`src/rtl/oam_dma_ctrl.sv`:
```
// Sprite-memory DMA controller: a CPU write to the trigger register stalls the
// CPU and copies one 256-byte page to the OAM data port, one read/write pair per byte.
module oam_dma_ctrl #(
  parameter logic [15:0] TRIG_ADDR     = 16'h4014,
  parameter logic [15:0] OAM_DATA_ADDR = 16'h2004
) (
  input  logic        clk_ph1,
  input  logic        rst,
  input  logic [15:0] cpu_addr,
  input  logic [7:0]  cpu_dout,
  input  logic        cpu_rnw,
  input  logic [7:0]  mem_din,
  output logic [15:0] bus_addr,
  output logic [7:0]  bus_dout,
  output logic        bus_rnw,
  output logic        cpu_rdy,
  output logic        dma_active
);

  typedef enum logic [2:0] {
    IDLE  = 3'd0,
    HALT  = 3'd1,
    ALIGN = 3'd2,
    READ  = 3'd3,
    WRITE = 3'd4
  } state_t;

  state_t      state;
  state_t      state_next;
  logic        cyc_odd;
  logic [7:0]  page;
  logic [7:0]  idx;
  logic [7:0]  data_byte;
  logic        start;

  // Triggers are only honoured while idle, so writes during a transfer are dropped.
  assign start = (state == IDLE) && (cpu_addr == TRIG_ADDR) && !cpu_rnw;

  always_ff @(posedge clk_ph1 or negedge rst) begin
    if (!rst) begin
      state     <= IDLE;
      cyc_odd   <= 1'b0;
      page      <= 8'h00;
      idx       <= 8'h00;
      data_byte <= 8'h00;
    end else begin
      state   <= state_next;
      cyc_odd <= ~cyc_odd;
      if (start) begin
        page <= cpu_dout;
        idx  <= 8'h00;
      end
      if (state == READ) begin
        data_byte <= mem_din;
      end
      if (state == WRITE) begin
        idx <= idx + 8'd1;
      end
    end
  end

  always_comb begin
    state_next = state;
    bus_addr   = cpu_addr;
    bus_dout   = cpu_dout;
    bus_rnw    = cpu_rnw;
    dma_active = 1'b1;
    case (state)
      IDLE: begin
        dma_active = 1'b0;
        if (start) begin
          state_next = HALT;
        end
      end
      HALT: begin
        bus_addr   = {page, 8'h00};
        bus_dout   = data_byte;
        bus_rnw    = 1'b1;
        // Reads must land on even cycles; an extra ALIGN cycle fixes the phase.
        state_next = cyc_odd ? READ : ALIGN;
      end
      ALIGN: begin
        bus_addr   = {page, 8'h00};
        bus_dout   = data_byte;
        bus_rnw    = 1'b1;
        state_next = READ;
      end
      READ: begin
        bus_addr   = {page, idx};
        bus_dout   = data_byte;
        bus_rnw    = 1'b1;
        state_next = WRITE;
      end
      WRITE: begin
        bus_addr   = OAM_DATA_ADDR;
        bus_dout   = data_byte;
        bus_rnw    = 1'b0;
        state_next = (idx == 8'hFF) ? IDLE : READ;
      end
      default: begin
        state_next = IDLE;
      end
    endcase
  end

  assign cpu_rdy = !dma_active;

endmodule

```
`config.mk`:
```
export PLATFORM = sky130hd
export DESIGN_NAME = oam_dma_ctrl
export DESIGN_NICKNAME = d
export VERILOG_FILES = /design/src/rtl/oam_dma_ctrl.sv
export SDC_FILE = /design/constraint.sdc
export NUM_CORES = 1
export LEC_CHECK = 0
export CAP_MARGIN = 30
export CORE_ASPECT_RATIO = 1.2
export CORE_MARGIN = 4
export CORE_UTILIZATION = 58
export DETAILED_ROUTE_END_ITERATION = 8
export DONT_BUFFER_PORTS = 1
export GPL_TIMING_DRIVEN = 0
export PLACE_DENSITY = 0.74
export SKIP_LAST_GASP = 1
export SYNTH_ARGS = -nofsm -noshare
export SYNTH_HDL_FRONTEND = slang
export SYNTH_SLANG_ARGS = --single-unit
```
`constraint.sdc`:
```
create_clock -name clk_ph1 -period 4.74 [get_ports clk_ph1]
set_input_delay 0.948 -clock clk_ph1 [delete_from_list [all_inputs] [get_ports clk_ph1]]
set_output_delay 0.948 -clock clk_ph1 [all_outputs]
set_load 0.1 [all_outputs]
```
Word level (Yosys, flattened, before mapping)
Index checks and enable logic that the tools add are counted.
- add/sub/neg operators: 1
- equality and inequality tests: 7
- muxes and demuxes: 10
- bitwise logic cells: 1
- reduce and logical (&&, ||, !) cells: 8
- operator list (kind ; count):
    one-hot mux 16 bit (3 select lines) ; 1
    two-way mux 8 bit ; 3
    equality test 16 x 15 -> 1 bit, second input constant ; 1
    one-hot mux 3 bit (5 select lines) ; 1
    adder 8 x 1 -> 8 bit, second input constant ; 1
    equality test 8 bit, second input constant ; 1
    equality test 3 x 2 -> 1 bit, second input constant ; 2
    OR reduction 4 bit ; 1
    equality test 3 x 1 -> 1 bit, second input constant ; 1
    equality test 3 bit, second input constant ; 1
    logical NOT 3 bit ; 1
    two-way mux 3 bit ; 1
    OR reduction 3 bit ; 1
    logical AND 1 bit ; 2
    two-way mux 1 bit ; 2
    two-way mux 2 bit ; 1
    != test 2 x 1 -> 1 bit, second input constant ; 1
    one-hot mux 1 bit (2 select lines) ; 1
    nonzero test 2 bit ; 1
    OR reduction 2 bit ; 1
    logical NOT 1 bit ; 1
    NOT 1 bit ; 1
- bits in registers: 28
- input port bits: 35
- output and inout bits: 27
- logic and storage cells: 32

Depth between registers and ports, before layout
Gate-level depths: netlist (run 1).
- depth after elaboration: 5
- gate-level depth with buffers: 7

Worst setup path after synthesis (run 1)
Ideal clock, no wire load.
- kind: flip-flop to output port
- start point: register state[2]
- end point: output bus_addr[0]
- arrival: 5.219 ns
- data required time: 3.792 ns
- setup slack: -1.427 ns
- cell stages (with the launch flop): 7
- path buffers: 2
- cell sequence: dfrtp_1 buf_6 nor3_1 inv_1 nand2_2 buf_6 a22o_1
- cells in the longest elaborated chain, start to end: 3
- elaborated cells between the ends (all ways): 6
- classes of those cells: eq/ne (4); mux (1); reduce/logical (1)
- RTL lines (element ; RTL line ; source):
    from (decl) ; 28 ; state_t state;
    from (signal assigned) ; 47 ; state <= state_next;
    equality test 3 x 2 -> 1 bit or equality test 3 x 1 -> 1 bit (tied branches) ; 68 ; case (state)
    OR reduction 2 bit (no line) ; -- ;
    one-hot mux 16 bit (3 select lines) * ; 68 ;
    to (decl) ; 13 ; output logic [15:0] bus_addr,
Mark *: on every way between the ends. The rest lies on a longest branch, timed or not.

Final worst setup path (run 1)
- start point: register state[2]
- end point: output bus_addr[6]
The elaborated chain is that of the path after synthesis.

==> impl_results.md, run 1 <==
- Fmax: 209.7 MHz
- Crit path launch: state[2]
- Syn nets: 200
- Syn avg cell area: 10.57 µm²
- Vias: 1366
- Initial Utilization: 61.07%
- Synthesized flop and latch total: 28
- Die Ht: 67.88 µm
- TritonCTS clock tree: yes
- Violated checks: setup timing
- Initial antenna violation count: 0
- Post-route clock period utilization: 100.6%
- Largest net degree at the start of global routing: 29
- Die X: 57.90 µm
- Core area: 2838 µm²
- Remaining Overflow, GRT: 0
- Worst hold path type: input port to async pin
- Hold_buf cts: 0
- Asr flop ratio synth: 100.0%
- Max Cap Viol: 0
- Worst setup margin: -0.02773 ns
- CP Capture Type: output port
- Final HPWL DP: 3.447 mm
- Clock Latency Late Sink: 0.33 ns
- # DRC: 0
- Proportion of layout cells with a drive suffix above 1: 35.23%
- Worst slew pin tran: 1.016 ns
- Postcts setup bufs: 0
- Routed Antenna Nets: 0
- Die ar.: 3930 µm²
- Status: complete, but fails checks
- Clock period minus worst slack: 4.768 ns
- Slew Limit Fails: 0
- Worst path cell trace: buf_6 -> nor3_4 -> inv_1 -> nand2_2 -> buf_6 -> a22o_1
- CP Launch Type: register
- Drt pass-1 iters: 4
- IO Count: 62
- DR WL/cell: 20.81 µm
- Initial detailed-routing violation count: 29
- FP Rows: 21
- CP required: 3.79 ns
- Final hold viol count: 0
- First-pass GRT wire length: 7.314 mm
- Final Skew: 0.007810 ns
- CP max stage cell: nor3_4
- Primary FF master, synth: dfrtp_1
- Inserted Clock Buffers: 3
- Routability congestion estimate: 0.8263
- WP data arrival: 3.82 ns
- Final Setup Violations: 7
- Area Growth Syn to Fin: 17.33%
- Cell taking the most area after synthesis: dfrtp_1
- Worst slew margin: 32.02%
- Fin nets: 214
- Yosys Warn Count: 0
- Fillers: 201
- Crit-path max FO: 10
- Synth top area cells: dfrtp_1 (40%), mux2_2 (13%), nand2_1 (4.5%), mux2_4 (4.3%), mux2i_1 (4.0%)
- H-tree Lvls: 1
- Cell seen most often among critical-path stages: buf_6
- N_diodes: 0
- # port buffers: 0
- Post-synth EDFFs: 0
- Post-synth top area share: 40.43%
- Biggest cell delay along the critical path: 0.84 ns
- Setup TNS: -0.1491 ns
- Clk sinks: 28
- Vias in the first global route: 1494
- Hold_ws: 0.2880 ns
- Register Area: 700.7 µm²
- Area of the multi-input gates: 989.7 µm²
- Netlist cell types: 38
- Unrepaired setup endpoints after global routing: yes
- FF-to-FF Start: state[2]
- Clk buf depth: 2
- CTS root buffer: clkbuf_4
- Vias per cell: 6.505
- Seq/Total Area, Yosys: 40.43%
- Crit path kind: register to output port
- Area of the mapped netlist: 1733 µm²
- Tot GR Track Use: 24.55%
- Clock slew at reported path FFs: 0.15 ns
- Routed WL: 4.371 mm
- Gate Count Post-Synth: 164
## what timing repair did
action	CTS	global route
gates resized for setup	0	0
endpoints found under the setup margin	7	7
cloned	0	0
## per-stage QoR
stage | utilization, % | worst slack, ns | instances | cell area, µm²
2_1_floorplan | - | 0.5283 | 164 | 1744
3_3_place_gp | 62.96 | 0.3498 | 198 | 1787
3_5_place_dp | 70.86 | 0.3193 | 207 | 2011
4_1_cts | 71.65 | -0.06138 | 210 | 2033
5_1_grt | 71.65 | -0.1270 | 210 | 2033
6_report | 71.65 | -0.02773 | 210 | 2033
## placed cells by master (no fill, tap or decap), types with 2 or more instances in the layout
| cell type | netlist | final |
|---|---|---|
| dfrtp_1 | 28 | 28 |
| nand2_1 | 21 | 21 |
| mux2_2 | 20 | 20 |
| o21ai_0 | 9 | 9 |
| mux2i_1 | 7 | 7 |
| o22ai_2 | 0 | 7 |
| a22o_1 | 7 | 7 |
| buf_8 | 0 | 6 |
| mux2_4 | 5 | 5 |
| buf_6 | 4 | 4 |
| nor3_1 | 5 | 4 |
| nor2_1 | 4 | 4 |
| nand3_1 | 4 | 4 |
| clkbuf_1 | 3 | 3 |
| nor2b_1 | 3 | 3 |
| or3_1 | 3 | 3 |
| o211ai_1 | 3 | 3 |
| clkbuf_4 | 0 | 3 |
| buf_16 | 0 | 3 |
| nor2_4 | 2 | 2 |
| buf_2 | 2 | 2 |
| inv_1 | 2 | 2 |
| a21oi_2 | 0 | 2 |
| nor4b_1 | 2 | 2 |
| o31ai_1 | 2 | 2 |
| xnor2_1 | 2 | 2 |
## metal layers
metal  wire, µm  global-route usage [%]
met4         78                   7.246
met2       2333                   43.79
met3        310                   4.528
met5          0                       0
met1       1649                   30.17
## cell usage after synthesis (4+ instances only)
cell type  number
a22o_1          7
buf_6           4
dfrtp_1        28
mux2_2         20
mux2_4          5
mux2i_1         7
nand2_1        21
nand3_1         4
nor2_1          4
nor3_1          5
o21ai_0         9
o22ai_1         8
## area by class of cell
cell class                 count  share of cell area, %
timing repair buffer           9                  8.492
sequential                    28                  34.46
inverter                       2                 0.3692
tap                           34                  2.092
multi-input combinational    122                  48.68
clock buffer                   3                  1.108
buffer                        12                  4.800
## cell families (layout without fill, tap and decap cells)
family	after synthesis	count (layout)	synth area share [%]
compound gates	35	35	13.29
xor+xnor	2	2	1.011
fa+ha+maj	1	1	0.7219
buf+inv	14	26	6.065
flops	28	28	40.43
mux	32	32	21.37
simple gates	52	52	17.11
## state kept, by name (all words and copies together) (netlist names)
signal     count
state          3
data_byte      8
cyc_odd        1
page           8
idx            8
## critical path, delay by kind of cell, from the launching register on
family | cells | cell delay [ns]
compound gates | 1 | 0.78
buf+inv | 3 | 1.07
flops | 1 | 0.40
simple gates | 2 | 1.23
## final timing paths
check | slack [ns] | cells after the start | end
min reg2reg | 0.45 | 1 | cyc_odd
max in group asynchronous | 4.37 | 0 | data_byte[7]
min in group clk_ph1 | 0.45 | 1 | cyc_odd
min | 0.29 | 0 | idx[5]
max | -0.03 | 6 | bus_addr[6]
max reg2reg | 2.91 | 6 | page[0]
Power of run 1 is not shown: default switching activity piles up to over one toggle a cycle in this logic, so the estimate is an artifact.
==> run 2, diff against run 1 <==
==> constraint.sdc (replaced) <==
create_clock -name clk_ph1 -period 4.74 [get_ports clk_ph1]
set_input_delay 1.185 -clock clk_ph1 [delete_from_list [all_inputs] [get_ports clk_ph1]]
set_output_delay 1.185 -clock clk_ph1 [all_outputs]
set_load 0.1 [all_outputs]
==> run 2 against run 1 <==
  * The run now ends clean
  * Clock skew about the same
  * Wire length grew 4.9%
  * Design area rose by 6.0%
==> impl_results.md, run 2 (synthesis gave the netlist of run 1 again) <==
- Final Skew: 0.007627 ns
- Max Cap Viol: 0
- WP buf/inv: 4
- Die X: 57.90 µm
- Clock period minus worst slack: 3.969 ns
- Clk buf depth: 2
- IO Count: 62
- Slew Limit Fails: 0
- Most frequent cells in the layout: dfrtp_1 (28), nand2_1 (21), mux2_2 (17), o21ai_0 (9), mux2_4 (8)
- Initial Utilization: 61.07%
- Biggest cell delay along the critical path: 0.55 ns
- CP Launch Type: register
- Remaining Overflow, GRT: 0
- Initial detailed-routing violation count: 47
- Inserted Clock Buffers: 3
- Fmax: 251.9 MHz
- Routed Antenna Nets: 0
- Vias in the first global route: 1543
- CTS root buffer: clkbuf_4
- # DRC: 0
- H-tree Lvls: 1
- Clock slew at reported path FFs: 0.14 ns
- Top delay family on crit path: buffers and inverters
- Hold_buf cts: 0
- Die ar.: 3930 µm²
- Final HPWL DP: 3.447 mm
- Post-route clock period utilization: 83.74%
- Hold Path Stages: 1
- DR WL/cell: 21.42 µm
- Unrepaired setup endpoints after global routing: no
- Routability congestion estimate: 0.8263
- Core area: 2838 µm²
- Proportion of layout cells with a drive suffix above 1: 41.11%
- Status: finished, final reports clean
- CP required: 3.56 ns
- R2R cell count: 5
- Reg2Reg Setup Slack: 2.90 ns
- Commonest non-fill, non-tap cell in the layout: dfrtp_1
- Crit-path max FO: 9
- Initial antenna violation count: 0
- N_diodes: 0
- Crit path depth: 7
- CP max stage cell: mux2_2
- Worst slew pin tran: 0.9089 ns
- Tot GR Track Use: 25.55%
- Largest registers: data_byte (8), idx (8), page (8)
- # port buffers: 0
- First-pass GRT wire length: 7.638 mm
- Final hold viol count: 0
- Worst slew margin: 39.26%
- Vias: 1400
- Crit path kind: register to output port
- Clock Latency Late Sink: 0.33 ns
- CP Capture Type: output port
- Routed WL: 4.584 mm
- Largest net degree at the start of global routing: 29
- Hold_ws: 0.4423 ns
- Vias per cell: 6.542
- FP Rows: 21
- Area Growth Syn to Fin: 24.33%
- Fin nets: 218
- Final Setup Violations: 0
- Worst hold path type: register to register
- WP data arrival: 2.78 ns
- Die Ht: 67.88 µm
- Worst path cell trace: buf_6 -> nor3_4 -> clkbuf_2 -> clkinvlp_4 -> nand2_4 -> buf_4 -> mux2_2
- Drt pass-1 iters: 4
- TritonCTS clock tree: yes
- Clk sinks: 28
==> run 2: per-stage QoR <==
step / instance area (µm²) / worst slack, ns / TNS, ns / util, % / cells
final: 2155 / 0.7709 / 0 / 75.93 / 214
after global routing: 2155 / 0.6195 / 0 / 75.93 / 214
after CTS: 2122 / -0.09020 / -0.6185 / 74.78 / 212
after detailed placement: 2011 / 0.08231 / 0 / 70.86 / 207
after global placement: 1787 / 0.1128 / 0 / 62.96 / 198
after floorplan: 1744 / 0.2913 / 0 / - / 164
==> run 2: routing by layer <==
metal	share of wire, %	vias up	track usage, %
met5	0	-	0
met4	3.3	0	9.275
met3	8.5	16	5.849
met2	52	62	44.35
met1	37	688	31.01
li1	-	634	-
==> run 2: final cells by class <==
class	instances	area (µm²)
plain buffers	12	97.59
clock buffers	3	22.52
fillers	184	683.2
inverters	2	11.26
multi-input cells	122	1060
flip-flops and latches	28	700.7
well taps	34	42.54
repair buffers	13	220.2
==> run 2: worst paths after layout <==
check / start / to
max in group asynchronous: rst / page[4]
setup / recovery: state[1] / bus_dout[7]
setup reg to reg: state[0] / data_byte[7]
min in group asynchronous: rst / idx[4]
hold / removal: cyc_odd / cyc_odd
hold reg to reg: cyc_odd / cyc_odd
==> run 2: repair_timing <==
action                                  4_1_cts  5_1_grt
resized for setup                            18        0
endpoints found under the setup margin       10        0
buffers inserted                              2        0
Power of run 2 is left out for the same reason.
==> run 3, diff against run 2 <==
--- a/config.mk
+++ b/config.mk
@@ -8,7 +8,7 @@
 export CAP_MARGIN = 30
 export CORE_ASPECT_RATIO = 1.2
 export CORE_MARGIN = 4
-export CORE_UTILIZATION = 58
+export CORE_UTILIZATION = 56
 export DETAILED_ROUTE_END_ITERATION = 8
 export DONT_BUFFER_PORTS = 1
 export GPL_TIMING_DRIVEN = 0
==> constraint.sdc (replaced) <==
create_clock -name clk_ph1 -period 3.6 [get_ports clk_ph1]
set_input_delay 0.9 -clock clk_ph1 [delete_from_list [all_inputs] [get_ports clk_ph1]]
set_output_delay 0.9 -clock clk_ph1 [all_outputs]
set_load 0.1 [all_outputs]
==> run 3 against run 2 <==
  * Clock skew shrank 0.0040 ns
  * Wire length down 2.9%
  * Register-to-register slack got worse by 1.2 ns
  * Cell count is the same
  * First-iteration DRC count decreased by 2.1%
  * Core utilization shrank 1.6 points
  * Clock-buffer cell count rose by 1
  * Non-clock buffer count down 1
  * Critical path type unchanged
==> impl_results.md, run 3 (synthesis gave the netlist of run 1 again) <==
- Status: finished, final reports clean
- Vias per cell: 6.421
- Die X: 58.78 µm
- Fmax: 285.4 MHz
- Drt pass-1 iters: 4
- Most frequent cells in the layout: dfrtp_1 (28), nand2_1 (20), mux2_2 (17), o21ai_0 (9), buf_8 (9)
- Worst hold path type: input port to async pin
- Vias in the first global route: 1500
- Clock Latency Late Sink: 0.33 ns
- Hold_buf cts: 0
- First-pass GRT wire length: 7.141 mm
- Die Ht: 68.94 µm
- Largest registers: data_byte (8), idx (8), page (8)
- Final Setup Violations: 0
- IO Count: 62
- Final Skew: 0.003582 ns
- Inserted Clock Buffers: 3
- Die ar.: 4052 µm²
- Vias: 1374
- WP data arrival: 2.60 ns
- Area Growth Syn to Fin: 24.04%
- H-tree Lvls: 1
- Remaining Overflow, GRT: 0
- Slew Limit Fails: 0
- Worst slew margin: 57.80%
- Clk buf depth: 2
- FF-to-FF Start: state[0]
- Crit-path max FO: 10
- CP Capture Type: output port
- Fin nets: 217
- Routability congestion estimate: 0.8239
- FP Rows: 21
- Clk sinks: 28
- N_diodes: 0
- CP Launch Type: register
- R2R cell count: 5
- CTS root buffer: clkbuf_4
- Post-route clock period utilization: 97.33%
- Unrepaired setup endpoints after global routing: no
- Area of the multi-input gates: 1070 µm²
- Tot GR Track Use: 23.55%
- Commonest non-fill, non-tap cell in the layout: dfrtp_1
- Number of instances in the placed design: 209
- Initial detailed-routing violation count: 46
- Register Area: 700.7 µm²
- Fillers: 203
- Critical R2R Capture: data_byte[7]
- Reg2Reg Setup Slack: 1.74 ns
- Max Cap Viol: 0
- DR WL/cell: 20.79 µm
- Largest net degree at the start of global routing: 29
- Non-Filler Instances: 214
- # DRC: 0
- Clock period minus worst slack: 3.504 ns
- CP required: 2.70 ns
- Worst slew pin tran: 0.6329 ns
- # port buffers: 0
- Proportion of layout cells with a drive suffix above 1: 41.67%
- Routed WL: 4.450 mm
- Final HPWL DP: 3.424 mm
- TritonCTS clock tree: yes
- Core area: 2890 µm²
- Routed Antenna Nets: 0
- Crit path kind: register to output port
- Final hold viol count: 0
- Initial antenna violation count: 0
- Clock slew at reported path FFs: 0.15 ns
- Initial Utilization: 59.96%
[run 3: area by class of cell]
| cell class | count | share of cell area, % |
|---|---|---|
| buffer | 12 | 4.715 |
| timing repair buffer | 12 | 8.731 |
| inverter | 2 | 0.5239 |
| tap | 34 | 1.979 |
| clock buffer | 4 | 1.688 |
| sequential | 28 | 32.60 |
| multi-input combinational | 122 | 49.77 |
[run 3: critical path: stages (launching register included)]
cell	delay, ns
dfrtp_1	0.40
buf_6	0.14
nor3_4	0.18
buf_2	0.15
clkinvlp_4	0.44
nand2_4	0.32
buf_8	0.19
mux2_4	0.45
[run 3: per-stage QoR]
| stage | TNS, ns | area [µm²] | setup slack (ns) | utilization [%] | hold slack [ns] |
|---|---|---|---|---|---|
| after global placement | -6.513 | 1872 | -0.5111 | 64.76 | 0.4078 |
| final | 0 | 2150 | 0.09595 | 74.37 | 0.2368 |
| after CTS | 0 | 2147 | 0.07115 | 74.29 | 0.2379 |
| after detailed placement | 0 | 2103 | 0.3443 | 72.77 | 0.4134 |
| after global routing | 0 | 2150 | 0.008222 | 74.37 | 0.2145 |
| after floorplan | -4.851 | 1829 | -0.3995 | - | 0.3946 |
[run 3: worst max-delay path by stage]
stage	start	to	cells after the start
6_report	state[2]	bus_dout[6]	7
2_1_floorplan	state[1]	bus_dout[4]	6
4_1_cts	state[2]	bus_dout[6]	7
5_1_grt	state[2]	bus_dout[4]	7
3_5_place_dp	state[1]	bus_dout[6]	7
3_3_place_gp	state[1]	bus_dout[6]	6
[run 3: timing repair]
action	in CTS	in global routing
endpoints found under the setup margin	3	1
hold endpoints to repair	0	0
gates resized for setup	0	1
pin swaps	2	0
buffers inserted	1	0
[run 3: metal layers]
| layer | GRT usage, % | share of wire (%) | wire length, µm |
|---|---|---|---|
| met1 | 26.91 | 36 | 1610 |
| met4 | 7.082 | 1.6 | 70 |
| met3 | 6.145 | 9.0 | 399 |
| met2 | 42.82 | 53 | 2369 |
| met5 | 0 | 0 | 0 |
Power of run 3 is left out for the same reason.
